[src/rtl/clock_meter.sv]
// Measures period and high time of a slow asynchronous signal in clk cycles, with lock and stall detection.
// Optional min/max period tracking is enabled by defining CLOCK_METER_MINMAX_EN.
module clock_meter #(
    parameter int CNT_W       = 24,
    parameter int SYNC_STAGES = 2,
    parameter int TIMEOUT     = 2**20
) (
    input  logic             clk,
    input  logic             resetn,
    input  logic             sig_in,
    input  logic             enable,
    output logic [CNT_W-1:0] period,
    output logic [CNT_W-1:0] high_time,
    output logic             valid,
    output logic             locked,
    output logic             timeout
`ifdef CLOCK_METER_MINMAX_EN
    ,
    output logic [CNT_W-1:0] min_period,
    output logic [CNT_W-1:0] max_period
`endif
);

    typedef enum logic [1:0] {
        ST_IDLE = 2'd0,
        ST_ARM  = 2'd1,
        ST_MEAS = 2'd2
    } state_t;

    localparam logic [CNT_W-1:0] TIMEOUT_C = CNT_W'(TIMEOUT);
    localparam logic [CNT_W-1:0] CNT_MAX   = '1;
    localparam logic [CNT_W-1:0] CNT_ONE   = CNT_W'(1);

    logic [SYNC_STAGES-1:0] sync_reg;
    logic                   hist_reg;
    logic                   sync_q;
    logic                   rise;
    logic                   fall;

    state_t                 state_reg;
    state_t                 state_next;
    logic [CNT_W-1:0]       cnt_reg;
    logic [CNT_W-1:0]       cnt_next;
    logic [CNT_W-1:0]       cnt_inc;
    logic                   at_limit;

    logic [CNT_W-1:0]       period_reg;
    logic [CNT_W-1:0]       high_time_reg;
    logic [CNT_W-1:0]       prev_period_reg;
    logic                   valid_reg;
    logic                   locked_reg;
    logic                   timeout_reg;
    logic                   first_reg;

    logic                   take_period;
    logic                   take_high;
    logic                   stall;

    // Input synchroniser followed by one history flop for edge detection
    always_ff @(posedge clk) begin
        if (!resetn) begin
            sync_reg <= '0;
            hist_reg <= 1'b0;
        end else begin
            sync_reg <= {sync_reg[SYNC_STAGES-2:0], sig_in};
            hist_reg <= sync_reg[SYNC_STAGES-1];
        end
    end

    assign sync_q   = sync_reg[SYNC_STAGES-1];
    assign rise     = sync_q & ~hist_reg;
    assign fall     = ~sync_q & hist_reg;
    assign at_limit = (cnt_reg == TIMEOUT_C);
    assign cnt_inc  = (cnt_reg == CNT_MAX) ? cnt_reg : cnt_reg + CNT_ONE;

    always_ff @(posedge clk) begin
        if (!resetn) begin
            state_reg <= ST_IDLE;
        end else begin
            state_reg <= state_next;
        end
    end

    always_comb begin
        state_next = state_reg;
        if (!enable) begin
            state_next = ST_IDLE;
        end else begin
            case (state_reg)
                ST_IDLE: state_next = ST_ARM;
                ST_ARM:  if (rise) state_next = ST_MEAS;
                ST_MEAS: if (!rise && at_limit) state_next = ST_ARM;
                default: state_next = ST_IDLE;
            endcase
        end
    end

    // A rise always beats the stall compare; a disabled block ignores both
    always_comb begin
        take_period = 1'b0;
        take_high   = 1'b0;
        stall       = 1'b0;
        cnt_next    = cnt_reg;
        if (!enable || state_reg == ST_IDLE) begin
            cnt_next = '0;
        end else if (rise) begin
            take_period = (state_reg == ST_MEAS);
            cnt_next    = CNT_ONE;
        end else if (at_limit) begin
            stall    = 1'b1;
            cnt_next = '0;
        end else begin
            take_high = (state_reg == ST_MEAS) && fall;
            cnt_next  = cnt_inc;
        end
    end

    always_ff @(posedge clk) begin
        if (!resetn) begin
            cnt_reg         <= '0;
            period_reg      <= '0;
            high_time_reg   <= '0;
            prev_period_reg <= '0;
            valid_reg       <= 1'b0;
            locked_reg      <= 1'b0;
            timeout_reg     <= 1'b0;
            first_reg       <= 1'b0;
        end else begin
            cnt_reg   <= cnt_next;
            valid_reg <= take_period;
            if (take_period) begin
                period_reg      <= cnt_reg;
                prev_period_reg <= cnt_reg;
                timeout_reg     <= 1'b0;
                locked_reg      <= !first_reg && (cnt_reg == prev_period_reg);
                first_reg       <= 1'b0;
            end
            if (take_high) begin
                high_time_reg <= cnt_reg;
            end
            if (stall) begin
                timeout_reg <= 1'b1;
                locked_reg  <= 1'b0;
            end
            // The edge that leaves ARM only sets phase; its first period cannot lock
            if (enable && state_reg == ST_ARM && rise) begin
                first_reg <= 1'b1;
            end
            if (!enable) begin
                locked_reg <= 1'b0;
            end
        end
    end

    assign period    = period_reg;
    assign high_time = high_time_reg;
    assign valid     = valid_reg;
    assign locked    = locked_reg;
    assign timeout   = timeout_reg;

`ifdef CLOCK_METER_MINMAX_EN
    logic             en_d_reg;
    logic [CNT_W-1:0] min_reg;
    logic [CNT_W-1:0] max_reg;

    always_ff @(posedge clk) begin
        if (!resetn) begin
            en_d_reg <= 1'b0;
            min_reg  <= '1;
            max_reg  <= '0;
        end else begin
            en_d_reg <= enable;
            if (enable && !en_d_reg) begin
                min_reg <= '1;
                max_reg <= '0;
            end else if (take_period) begin
                if (cnt_reg < min_reg) min_reg <= cnt_reg;
                if (cnt_reg > max_reg) max_reg <= cnt_reg;
            end
        end
    end

    assign min_period = min_reg;
    assign max_period = max_reg;
`endif

endmodule
[config.mk]
export PLATFORM = sky130hd
export DESIGN_NAME = clock_meter
export DESIGN_NICKNAME = d
export VERILOG_FILES = /design/src/rtl/clock_meter.sv
export SDC_FILE = /design/constraint.sdc
export NUM_CORES = 1
export LEC_CHECK = 0
export BUFFER_PORTS_ARGS = -buffer_cell sky130_fd_sc_hd__buf_4
export CORE_MARGIN = 3
export CORE_UTILIZATION = 30
export CTS_BUF_LIST = sky130_fd_sc_hd__clkbuf_16
export CTS_CLUSTER_SIZE = 24
export DETAILED_ROUTE_END_ITERATION = 10
export GPL_TIMING_DRIVEN = 0
export PLACE_DENSITY = 0.47
export RECOVER_POWER = 25
export SYNTH_ARGS = -nofsm -noshare
export SYNTH_HDL_FRONTEND = slang
export SYNTH_SLANG_ARGS = --single-unit
export TNS_END_PERCENT = 10
[constraint.sdc]
create_clock -name clk -period 2.1 [get_ports clk]
set_clock_uncertainty 0.15 [all_clocks]
set_input_delay 0.105 -clock clk [delete_from_list [all_inputs] [get_ports clk]]
set_output_delay 0.105 -clock clk [all_outputs]
set_load 0.03 [all_outputs]
Word-level counts from Yosys, hierarchy flattened
Index checks and enable logic that the tools add are counted.
{ "totals": {"ff_bits": 81, "inputBits": 4, "out_inout_bits": 51, "wordCells": 60} }
{ "op_classes": {"n_addsub": 1, "eq_ne": 8, "n_mux": 17, "bitwise": 6, "reduce_logical": 17} }
{ "ops": {"columns": ["op", "n"], "rows": [
  ["$add A24 B1 Y24 const B", 1],
  ["$eq A24 B21 Y1 const B", 1],
  ["$eq A24 B24 Y1", 1],
  ["$eq A24 B24 Y1 const B", 1],
  ["$mux W1", 14],
  ["$pmux W2 S3", 1],
  ["$logic_and A1 B1 Y1", 5],
  ["$mux W2", 2],
  ["$ne A2 B2 Y1 const B", 2],
  ["$not A1 Y1", 4],
  ["$reduce_and A2 Y1", 2],
  ["$reduce_bool A2 Y1", 2],
  ["$reduce_or A4 Y1", 1],
  ["$logic_not A1 Y1", 3],
  ["$ne A3 B3 Y1 const B", 1],
  ["$reduce_or A3 Y1", 1],
  ["$and A1 B1 Y1", 2],
  ["$eq A2 B1 Y1 const B", 1],
  ["$eq A2 B2 Y1 const B", 1],
  ["$logic_not A2 Y1", 1],
  ["$reduce_or A2 Y1", 1],
  ["$logic_or A1 B1 Y1", 1]
]} }

Longest topological paths before layout
Gate-level depths: netlist of run 1.
{ "logic_depth": {"word_depth": 6, "depth_mapped": 10, "depth_no_buf": 7} }

Least setup slack after synthesis of run 1
No wires, ideal clock.
{ "synth_path": {"path_kind": "register to register", "startpoint": "reg cnt_reg[0]", "endpoint": "reg high_time_reg[10], in the netlist high_time[10]", "t_arrival_ns": 1.961, "required_ns": 1.834, "setup_slack_ns": -0.127, "path_stages_with_launch": 11, "n_path_buf": 3, "period_less_slack_ns": 2.227, "cell_sequence": "dfxtp_1 clkbuf_1 inv_1 ha_1 nor4bb_1 and4_1 a2111o_1 buf_6 buf_12 mux2i_1 nor2b_1"} }
{ "synth_via": {"elab_chain_cells": 4} }
{ "synth_rtl": {"columns": ["item", "line_no", "source"], "rows": [
  ["start, declared", "42", "logic [CNT_W-1:0] cnt_reg;"],
  ["start signal, assigned", "129", "cnt_reg <= cnt_next;"],
  ["$eq A24 B21 Y1", "73", "assign at_limit = (cnt_reg == TIMEOUT_C);"],
  ["$mux W1", "109", "end else if (at_limit) begin"],
  ["$mux W1", "106", "end else if (rise) begin"],
  ["$mux W1", "104", "if (!enable || state_reg == ST_IDLE) begin"],
  ["end signal, assigned", "139", "high_time_reg <= cnt_reg;"],
  ["end, declared", "48", "logic [CNT_W-1:0] high_time_reg;"]
]} }
No other way between the ends.
A chain may end at the register's enable or synchronous reset.

Worst setup path after layout of run 1
{ "layout_path": {"startpoint": "reg cnt_reg[1]", "endpoint": "reg high_time_reg[3], in the netlist high_time[3]"} }
The elaborated chain is that of the path after synthesis.

==> results.md, run 1 <==
* Status: finished, violations left
* Failing checks: setup timing
* Relative slew slack at 68.8%
* Dpl hpwl at 7430 µm
* Hold Path Origin: enable
* HP Class: in2reg
* Routed Antenna Nets at 0
* Die H at 119 µm
* Combinational share of power at 2.6%
* Clock power share at 45.9%
* Fill count at 1266
* GRT Total Usage at 15.3%
* Worst r2r src: cnt_reg[1]
* Final net count at 511
* Final Hold Fails at 0
* IO Count at 55
* Slack of the worst reg-to-reg path at -60 ps
* Final Wtd Congestion at 0.804
* Hold Crit Depth at 4
* NetSw at 649 µW
* CTS clk-pin slew, worst paths at 60 ps
* Syn Nets at 435
* Remaining Overflow, GRT at 0
* Final min period at 2160 ps
* Largest net degree at the start of global routing at 13
* PortBufs at 53
* Final max-slew violation count at 0
* Post-synth ARST share at 0%
* Vias in the first global route at 3193
* Type of origin of the critical path: flip-flop
* 1st-pass router iterations at 4
* Violation count after the first detailed-routing iteration at 85
* Final WS setup at -62.5 ps
* CTS sink cnt at 81
* Seq cells post-synth at 81
* H-tree depth at 3
* Placed instance area at 4470 µm²
* Worst R2R Path Depth at 10
* Yosys warnings at 0
* Die area at 14200 µm²
* Worst skew pair latency at 340 ps
* WP data arrival at 2240 ps
* Cell Rows at 40
* Vias per cell at 4.79
* Initial antenna violation count at 0
* Post-synthesis area per instance at 8.93 µm²
* Pleak at 0.00202 µW
* Clock Tree Buf Depth at 2
* Share of the yosys chip area belonging to registers at 42.3%
* Yosys cell types at 47
* TritonCTS clock tree: done
* Fin crit share at 103%
* Switching Fraction at 21.6%
* Peak VDD IR at 0.404 mV
* DP Worst Slack at -262 ps
* Top_reg_cell synth: dfxtp_1
* Num CTS Buffers at 9
* Flop pwr share at 51.5%
* Tightest Pin Transition at 467 ps
* Max-Cap Viols at 0
* Post-route cell area at 4900 µm²
* Setup TNS Final at -1130 ps
* RSZ-0062 raised after global routing: yes
* Root Driver: clkbuf_16
* Total Power at 3000 µW
* WL final at 10500 µm
* ANT cells at 0
* CP Class: reg2reg
* First-pass GRT wire length at 17200 µm
* Initial Utilization at 31.3%
* Fmax at 462 MHz
* DR WL/cell at 15.5 µm
* Final setup fails at 24
* Internal power at 2360 µW
* Post-synthesis instance area at 3830 µm²
* Core area at 12300 µm²
* R2r endpoint: high_time[3]
* Power per Cell Area at 613 nW/µm²
* Die X at 119 µm
* Worst hold endpoint: first_reg
* CP Capture Type: flip-flop
* Vias at 3245
* Area grow syn2layout at 28.0%
* Number of synthesized flops with an enable pin at 0
* Critical path required time at 2180 ps
* Drc violations at 0
* Proportion of layout cells with a drive suffix above 1 at 21.6%
* CP Max Fanout at 7
* Mapped Cells at 429
[cells in the final DEF (no fill, tap or decap), types with 2 or more instances in the layout]
cell / n
dfxtp_1: 78
nand2_1: 58
buf_4: 42
clkbuf_1: 28
nor2b_1: 26
mux2i_1: 25
a21boi_0: 24
xor2_1: 19
nor2_1: 18
xnor2_1: 17
buf_2: 16
nand3_1: 16
a21oi_1: 10
o21ai_0: 10
nand4_1: 9
clkbuf_16: 9
and2_1: 7
o211ai_1: 7
nor3_1: 6
buf_6: 5
and3_1: 5
clkbuf_2: 4
nor4_1: 4
clkinv_1: 4
or4_4: 3
o21a_1: 3
inv_1: 3
or4_1: 3
or3_1: 3
buf_12: 3
dfxtp_2: 3
buf_8: 2
inv_4: 2
nand2b_1: 2
a31oi_1: 2
a211oi_1: 2
o21ai_2: 2
clkinv_2: 2
buf_16: 2
dlygate4sd3_1: 2
[metrics by stage]
| stage | std cells | hold slack, ps | utilization [%] |
|---|---|---|---|
| floorplan | 429 | 82.3 | - |
| global placement | 650 | 169 | 36.4 |
| detailed placement | 650 | 173 | 36.4 |
| CTS | 677 | 59.7 | 39.9 |
| global route | 678 | 91.5 | 40.0 |
| finish | 678 | 72.7 | 40.0 |
[cells by family after synthesis]
kind of cell / count (synthesis) / synth area share [%]
XOR/XNOR: 36 / 8.23
buffers and inverters: 44 / 6.43
flip-flops: 81 / 42.3
adder cells (fa/ha/maj): 2 / 0.653
multiplexers: 25 / 6.53
AND/OR/NAND/NOR: 173 / 23.7
AO/OA/AOI/OAI: 68 / 12.1
[layout make-up]
cell class	count	area [µm²]	area share (%)
clock inverter	7	28.8	0.587
buffer	38	284	5.79
timing repair buffer	67	465	9.49
tap	168	210	4.29
inverter	4	20.0	0.408
clock buffer	9	225	4.59
sequential	81	1630	33.1
multi-input combinational	304	2050	41.7
[power by group through the flow]
stage / registers [µW] / clock network (µW) / logic, µW
floorplan: 1580 / 0 / 48.5
global placement: 1580 / 0 / 68.7
detailed placement: 1580 / 0 / 70.0
CTS: 1550 / 1430 / 76.7
global route: 1550 / 1490 / 86.1
finish: 1550 / 1380 / 77.7
[metal layers]
metal | GRT usage (%) | vias to the layer above | wire length, µm
met4 | 3.84 | 0 | 129
li1 | - | 1626 | -
met2 | 24.8 | 80 | 4920
met1 | 20.0 | 1530 | 4760
met3 | 4.51 | 9 | 703
met5 | 0 | - | 0
[cells in the mapped netlist (all sizes together) (3+ instances only)]
library cell | number | area (µm²)
xnor2 | 17 | 149
nand2 | 58 | 218
or4 | 6 | 52.6
or3 | 3 | 18.8
o21ai | 13 | 68.8
nor2 | 20 | 82.6
mux2i | 25 | 250
nand4 | 10 | 68.8
nand3 | 16 | 80.1
nor2b | 26 | 163
clkbuf | 13 | 48.8
and4 | 3 | 26.3
a21oi | 10 | 50.1
o21a | 3 | 22.5
dfxtp | 81 | 1620
inv | 4 | 15.0
nor4 | 5 | 31.3
a21boi | 24 | 180
xor2 | 19 | 166
buf | 27 | 183
nor3 | 8 | 50.1
and3 | 6 | 37.5
and2 | 7 | 43.8
o211ai | 7 | 52.6
[worst max path at each step]
| stage | startpoint | endpoint | slack, ps | cells after the start |
|---|---|---|---|---|
| 5_1_grt | cnt_reg[0] | high_time[19] | -160 | 10 |
| 3_3_place_gp | cnt_reg[1] | cnt_reg[12] | -300 | 9 |
| 4_1_cts | cnt_reg[1] | high_time[6] | -130 | 10 |
| 2_1_floorplan | cnt_reg[0] | high_time[10] | 2 | 10 |
| 6_report | cnt_reg[1] | high_time[3] | -60 | 10 |
| 3_5_place_dp | cnt_reg[1] | cnt_reg[17] | -260 | 9 |
[worst max-delay path, stage by stage, from the launching register on]
cell      delay [ps]
dfxtp_2          340
buf_8            100
inv_4             30
ha_4             150
nor4bb_4         140
and4_4           160
a2111o_1         450
buf_12           180
buf_4            140
mux2i_1          140
nor2b_1           60
[what timing repair did]
| action | CTS | global route |
|---|---|---|
| resized for setup | 14 | 31 |
| pin swaps | 11 | 5 |
| setup buffers | 8 | 3 |
| cloned | 2 | 0 |
| hold endpoints to repair | 5 | 0 |
| endpoints found under the setup margin | 66 | 67 |
| hold buffers | 2 | 0 |
(Power assumes the default switching activity.)
==> run 2, diff against run 1 <==
--- a/config.mk
+++ b/config.mk
@@ -6,12 +6,14 @@
 export NUM_CORES = 1
 export LEC_CHECK = 0
 export BUFFER_PORTS_ARGS = -buffer_cell sky130_fd_sc_hd__buf_4
+export CAP_MARGIN = 20
 export CORE_MARGIN = 3
 export CORE_UTILIZATION = 30
 export CTS_BUF_LIST = sky130_fd_sc_hd__clkbuf_16
 export CTS_CLUSTER_SIZE = 24
 export DETAILED_ROUTE_END_ITERATION = 10
 export GPL_TIMING_DRIVEN = 0
+export MAX_ROUTING_LAYER = met4
 export PLACE_DENSITY = 0.47
 export RECOVER_POWER = 25
 export SYNTH_ARGS = -nofsm -noshare
==> results.md, run 2 (same netlist as run 1, synthesis figures left out) <==
* Drc violations at 0 (unchanged)
* Final Hold Fails at 0 (unchanged)
* ANT cells at 0 (unchanged)
* Die H at 119 µm (unchanged)
* H-tree depth at 3 (unchanged)
* Commonest non-fill, non-tap cells in the layout: 78 x dfxtp_1, 58 x nand2_1, 42 x buf_4, 28 x clkbuf_1, 26 x nor2b_1 (unchanged)
* Pleak at 0.00202 µW (unchanged)
* Largest net degree at the start of global routing at 13 (unchanged)
* Critical path required time at 2180 ps (about the same)
* Worst skew pair latency at 340 ps (about the same)
* HP Class: in2reg (unchanged)
* Vias per cell at 4.79 (about the same)
* Initial Utilization at 31.3% (unchanged)
* PortBufs at 53 (unchanged)
* RSZ-0062 raised after global routing: yes (unchanged)
* Type of origin of the critical path: flip-flop (unchanged)
* Multi-input gate area at 2050 µm² (unchanged)
* Register area at 1630 µm² (unchanged)
* CTS sink cnt at 81 (unchanged)
* Final min period at 2160 ps (about the same)
* Cell Rows at 40 (unchanged)
* Status: finished, violations left (unchanged)
* Remaining Overflow, GRT at 0 (unchanged)
* Dpl hpwl at 7430 µm (unchanged)
* WP data arrival at 2230 ps (was 2240 ps)
* CP Cell Sequence: buf_8 > inv_4 > ha_4 > nor4bb_4 > and4_4 > a2111o_1 > buf_12 > buf_4 > mux2i_1 > nor2b_1 (unchanged)
* Delay-heaviest family, CP: buffers and inverters (unchanged)
* Tightest Pin Transition at 463 ps (was 467 ps)
* CP Class: reg2reg (unchanged)
* Die area at 14200 µm² (unchanged)
* Final WS setup at -56.7 ps (was -62.5 ps)
* Final max-slew violation count at 0 (unchanged)
* 1st-pass router iterations at 4 (unchanged)
* First-pass GRT wire length at 17200 µm (about the same)
* DP Worst Slack at -262 ps (unchanged)
* Final net count at 511 (unchanged)
* Num CTS Buffers at 9 (unchanged)
* Max-Cap Viols at 0 (unchanged)
* WL final at 10500 µm (about the same)
* Fill count at 1266 (unchanged)
* Peak VDD IR at 0.411 mV (was 0.404 mV)
* Violation count after the first detailed-routing iteration at 96 (was 85)
* Die X at 119 µm (unchanged)
* Setup TNS Final at -1010 ps (was -1130 ps)
* Slowest stage delay, CP at 450 ps (about the same)
* GRT Total Usage at 15.8% (was 15.3%)
* Proportion of layout cells with a drive suffix above 1 at 21.6% (unchanged)
* CP Capture Type: flip-flop (unchanged)
* CTS clk-pin slew, worst paths at 60 ps (about the same)
* CP max-delay cell: a2111o_1 (unchanged)
* Power per Cell Area at 614 nW/µm² (was 613 nW/µm²)
* Vias in the first global route at 3188 (was 3193)
* Relative slew slack at 69.0% (was 68.8%)
* Commonest non-fill, non-tap cell in the layout: dfxtp_1 (unchanged)
* Clock Tree Buf Depth at 2 (unchanged)
* Total Power at 3010 µW (was 3000 µW)
* Fmax at 464 MHz (was 462 MHz)
* TritonCTS clock tree: done (unchanged)
* Area grow syn2layout at 28.0% (unchanged)
* Core area at 12300 µm² (unchanged)
* Final Wtd Congestion at 0.816 (was 0.804)
* Failing checks: setup timing (unchanged)
* Vias at 3247 (was 3245)
* Routed Antenna Nets at 0 (unchanged)
* Fin crit share at 103% (about the same)
* Root Driver: clkbuf_16 (unchanged)
* Buffers and inverters on the worst path at 4 (unchanged)
* Final setup fails at 24 (unchanged)
* Initial antenna violation count at 0 (unchanged)
* DR WL/cell at 15.5 µm (about the same)
* IO Count at 55 (unchanged)
* CP Max Fanout at 7 (unchanged)
run 2: cell counts in the layout (fill, tap and decap cells not counted):
Identical to the previous run, type by type.
run 2: timing repair:
item / 4_1_cts / 5_1_grt
hold endpoints to repair: 5 / 0
pin swaps: 11 / 5
resized for setup: 14 / 31
setup buffers: 8 / 3
setup endpoints to repair: 66 / 67
hold buffers: 2 / 0
gates cloned: 2 / 0
run 2: worst register-to-register path, delay by kind of cell, from the launching register on:
family                   cells  cell delay [ps]
AO/OA/AOI/OAI                1              450
adder cells (fa/ha/maj)      1              150
buffers and inverters        4              460
flip-flops                   1              340
multiplexers                 1              140
AND/OR/NAND/NOR              3              360
run 2: final timing paths:
kind / start / slack [ps] / end / cells after the start
max: cnt_reg[1] / -60 / high_time[3] / 10
max reg2reg: cnt_reg[1] / -60 / high_time[3] / 10
min: enable / 80 / first_reg / 4
min reg2reg: sync_reg[0] / 280 / sync_reg[1] / 1
run 2: metrics by stage:
step	std cells	instance area [µm²]	utilization [%]	hold WS (ps)
2_1_floorplan	429	3860	-	82.3
3_3_place_gp	650	4470	36.4	169
3_5_place_dp	650	4470	36.4	173
4_1_cts	677	4900	39.9	59.7
5_1_grt	678	4900	40.0	90.3
6_report	678	4900	40.0	75.5
run 2: area by class of cell:
type | count | share of cell area, %
timing repair buffer | 67 | 9.49
sequential | 81 | 33.1
clock inverter | 7 | 0.587
tap | 168 | 4.29
multi-input combinational | 304 | 41.7
inverter | 4 | 0.408
buffer | 38 | 5.79
clock buffer | 9 | 4.59
run 2: routing by layer:
metal  GRT usage (%)  vias to the layer above  wire length (µm)
li1                -                     1629                 -
met1            20.3                     1536              4780
met2            24.8                       75              5000
met3            4.18                        7               630
met4            3.84                        0                91
met5               -                        -                 0
run 2: power by group:
group | internal (µW) | switching (µW) | total, µW
clock network | 775 | 611 | 1390
registers | 1540 | 3.66 | 1550
logic | 38.1 | 39.6 | 77.8
total | 2360 | 654 | 3010
==> run 3, diff against run 2 <==
--- a/config.mk
+++ b/config.mk
@@ -5,6 +5,7 @@
 export SDC_FILE = /design/constraint.sdc
 export NUM_CORES = 1
 export LEC_CHECK = 0
+export ABC_AREA = 1
 export BUFFER_PORTS_ARGS = -buffer_cell sky130_fd_sc_hd__buf_4
 export CAP_MARGIN = 20
 export CORE_MARGIN = 3
==> results.md, run 3 <==
* Violation count after the first detailed-routing iteration at 216 (was 96)
* Drc violations at 0 (unchanged)
* Commonest non-fill, non-tap cells in the layout: 153 x nand2_1, 104 x nor2_1, 86 x inv_1, 79 x dfxtp_1, 50 x o21ai_0 (was 78 x dfxtp_1, 58 x nand2_1, 42 x buf_4, 28 x clkbuf_1, 26 x nor2b_1)
* Dpl hpwl at 9730 µm (was 7430 µm)
* First-pass GRT wire length at 20000 µm (was 17200 µm)
* Post-synthesis area per instance at 6.52 µm² (was 8.93 µm²)
* Worst r2r src: cnt_reg[0] (was cnt_reg[1])
* Yosys cell types at 28 (was 47)
* Power per Cell Area at 676 nW/µm² (was 614 nW/µm²)
* Final net count at 696 (was 511)
* Count leader, synth: nand2_1 (was dfxtp_1)
* Max-Cap Viols at 0 (unchanged)
* Worst skew pair latency at 340 ps (about the same)
* Setup TNS Final at 0 ps (was -1010 ps)
* TritonCTS clock tree: done (unchanged)
* Syn Nets at 622 (was 435)
* PortBufs at 54 (was 53)
* Hold Slack at 267 ps (was 75.5 ps)
* Flop pwr share at 46.1% (was 51.4%)
* ANT cells at 0 (unchanged)
* WP data arrival at 2090 ps (was 2230 ps)
* Seq cells post-synth at 81 (unchanged)
* CP Capture Type: flip-flop (unchanged)
* Slowest stage delay, CP at 450 ps (about the same)
* Die H at 122 µm (was 119 µm)
* Fmax at 498 MHz (was 464 MHz)
* CTS clk-pin slew, worst paths at 70 ps (was 60 ps)
* 1st-pass router iterations at 4 (unchanged)
* Top cell type's share of synthesized area at 40.4% (was 42.3%)
* Post-synthesis instance area at 4020 µm² (was 3830 µm²)
* Root Driver: clkbuf_16 (unchanged)
* Yosys warnings at 0 (unchanged)
* Status: complete, no violations (was finished, violations left)
* Largest net degree at the start of global routing at 15 (was 13)
* Critical path required time at 2180 ps (about the same)
* Internal power at 2610 µW (was 2360 µW)
* CP Class: reg2reg (unchanged)
* HP Class: reg2reg (was in2reg)
* Remaining Overflow, GRT at 0 (unchanged)
* Die area at 14800 µm² (was 14200 µm²)
* Switching Fraction at 22.0% (was 21.7%)
* Routed Antenna Nets at 0 (unchanged)
* Combinational share of power at 2.3% (was 2.6%)
* Num CTS Buffers at 9 (unchanged)
* Pleak at 0.00214 µW (was 0.00202 µW)
* Final setup fails at 0 (was 24)
* Final min period at 2010 ps (was 2160 ps)
* Launch point of the worst path: cnt_reg[0] (was cnt_reg[1])
* Die X at 122 µm (was 119 µm)
* GRT Total Usage at 18.3% (was 15.8%)
* Vias per cell at 4.51 (was 4.79)
* Vias at 3913 (was 3247)
* Type of origin of the critical path: flip-flop (unchanged)
* Clock power share at 51.5% (was 46.0%)
* H-tree depth at 3 (unchanged)
* DR WL/cell at 14.5 µm (was 15.5 µm)
* Proportion of layout cells with a drive suffix above 1 at 12.9% (was 21.6%)
* R2r endpoint: high_time[12] (was high_time[3])
* Cell Rows at 41 (was 40)
* Vias in the first global route at 3665 (was 3188)
* WL final at 12600 µm (was 10500 µm)
* Initial Utilization at 31.2% (was 31.3%)
* Number of synthesized flops with an enable pin at 0 (unchanged)
* CTS sink cnt at 81 (unchanged)
* Commonest non-fill, non-tap cell in the layout: nand2_1 (was dfxtp_1)
* Area grow syn2layout at 23.2% (was 28.0%)
* Fin crit share at 95.6% (was 103%)
* Initial antenna violation count at 0 (unchanged)
* NetSw at 736 µW (was 654 µW)
* Hold Crit Depth at 2 (was 4)
* Buffers and inverters on the worst path at 2 (was 4)
* Top_reg_cell synth: dfxtp_1 (unchanged)
* CP Cell Sequence: clkinvlp_4 > ha_1 > nand3_1 > nor2_1 > nand3_1 > nand2_4 > buf_2 > o21ai_0 > nor2_1 (was buf_8 > inv_4 > ha_4 > nor4bb_4 > and4_4 > a2111o_1 > buf_12 > buf_4 > mux2i_1 > nor2b_1)
* Share of the yosys chip area belonging to registers at 40.4% (was 42.3%)
* CP Max Fanout at 10 (was 7)
* Peak VDD IR at 0.382 mV (was 0.411 mV)
* Tightest Pin Transition at 562 ps (was 463 ps)
* Post-synth ARST share at 0% (unchanged)
* Synth cell count leaders: 153 x nand2_1, 104 x nor2_1, 88 x inv_1, 81 x dfxtp_1, 58 x o21ai_0 (was 81 x dfxtp_1, 58 x nand2_1, 26 x nor2b_1, 25 x mux2i_1, 24 x a21boi_0)
* Delay-heaviest family, CP: flip-flops (was buffers and inverters)
* RSZ-0062 raised after global routing: yes (unchanged)
* Final max-slew violation count at 0 (unchanged)
* Relative slew slack at 62.3% (was 69.0%)
* Mapped Cells at 616 (was 429)
* Worst R2R Path Depth at 9 (was 10)
* Core area at 12900 µm² (was 12300 µm²)
* Final Hold Fails at 0 (unchanged)
* Synth area leaders: dfxtp_1 40%, nand2_1 14%, nor2_1 9.7% (was dfxtp_1 42%, mux2i_1 6.5%, nand2_1 5.7%)
* CP Capture Point: high_time[12] (was high_time[3])
* Slack of the worst reg-to-reg path at 90 ps (was -60 ps)
* IO Count at 55 (unchanged)
* CP max-delay cell: dfxtp_4 (was a2111o_1)
* Area leader, netlist: dfxtp_1 (unchanged)
* Final Wtd Congestion at 0.864 (was 0.816)
* Critical path depth at 9 (was 10)
* Clock Tree Buf Depth at 2 (unchanged)
run 3: cell count changes in the layout (fill, tap and decap cells not counted), sizes merged, moves of 20 or more:
cell    delta
inv       +86
a21oi     +20
nor2      +92
buf       -29
o21ai     +45
nand2    +102
nand3     +20
a21boi    -24
nor2b     -26
mux2i     -25
run 3: through the flow:
step | instances | total power [µW] | utilization (%) | worst slack [ps] | area, µm²
2_1_floorplan | 616 | 1620 | - | 369 | 4020
3_3_place_gp | 842 | 1650 | 36.0 | -174 | 4640
3_5_place_dp | 842 | 1650 | 36.0 | -191 | 4640
4_1_cts | 862 | 3380 | 38.8 | 28.1 | 5000
5_1_grt | 867 | 3460 | 38.4 | -36.3 | 4950
6_report | 867 | 3350 | 38.4 | 93.4 | 4950
run 3: power groups by stage:
stage          sequential, µW  combinational, µW  clock (µW)
2_1_floorplan            1580               40.9           0
3_3_place_gp             1580               67.5           0
3_5_place_dp             1580               68.6           0
4_1_cts                  1540               74.8        1760
5_1_grt                  1540               90.0        1820
6_report                 1540               78.2        1720
run 3: worst min path at each step:
stage                       end  slack [ps]         from
CTS                 sync_reg[1]         270  sync_reg[0]
global placement    sync_reg[0]         140       sig_in
detailed placement  sync_reg[0]         150       sig_in
finish              sync_reg[1]         270  sync_reg[0]
global route        sync_reg[1]         300  sync_reg[0]
floorplan           sync_reg[0]          50       sig_in
run 3: cells by family (layout without fill, tap and decap cells):
group           Yosys count  after routing  share of synthesized area, %
simple gates            321            321                          33.4
buf+inv                 113            192                          11.7
compound gates           95             95                          12.9
xor+xnor                  4              4                         0.873
flops                    81             81                          40.4
fa+ha+maj                 2              2                         0.623
run 3: what timing repair did:
action | CTS | global route
cloned | 0 | 0
pin swaps | 0 | 0
setup endpoints to repair | 45 | 44
hold endpoints to repair | 7 | 0
hold buffers | 4 | 0
resized for setup | 3 | 14
setup buffers | 0 | 5
run 3: layout make-up:
| type | instances | area [µm²] |
|---|---|---|
| plain buffers | 22 | 133 |
| clock buffers | 9 | 225 |
| clock inverters | 7 | 93.8 |
| fillers | 1442 | 7930 |
| inverters | 91 | 345 |
| multi-input cells | 422 | 1930 |
| flip-flops and latches | 81 | 1630 |
| well taps | 172 | 215 |
| repair buffers | 63 | 374 |
run 3: worst min-delay path, cell delays in order (launching register included):
cell and delay [ps]:
dfxtp_1 310, nand2_1 50, inv_1 40
run 3: routing by layer:
| metal | up-vias | global-route usage, % | wire, µm | part of all wire [%] |
|---|---|---|---|---|
| li1 | 2079 | - | - | - |
| met1 | 1735 | 24.6 | 6280 | 50 |
| met2 | 84 | 27.8 | 5490 | 44 |
| met3 | 15 | 4.13 | 526 | 4.2 |
| met4 | 0 | 5.32 | 255 | 2.0 |
| met5 | - | - | 0 | 0 |
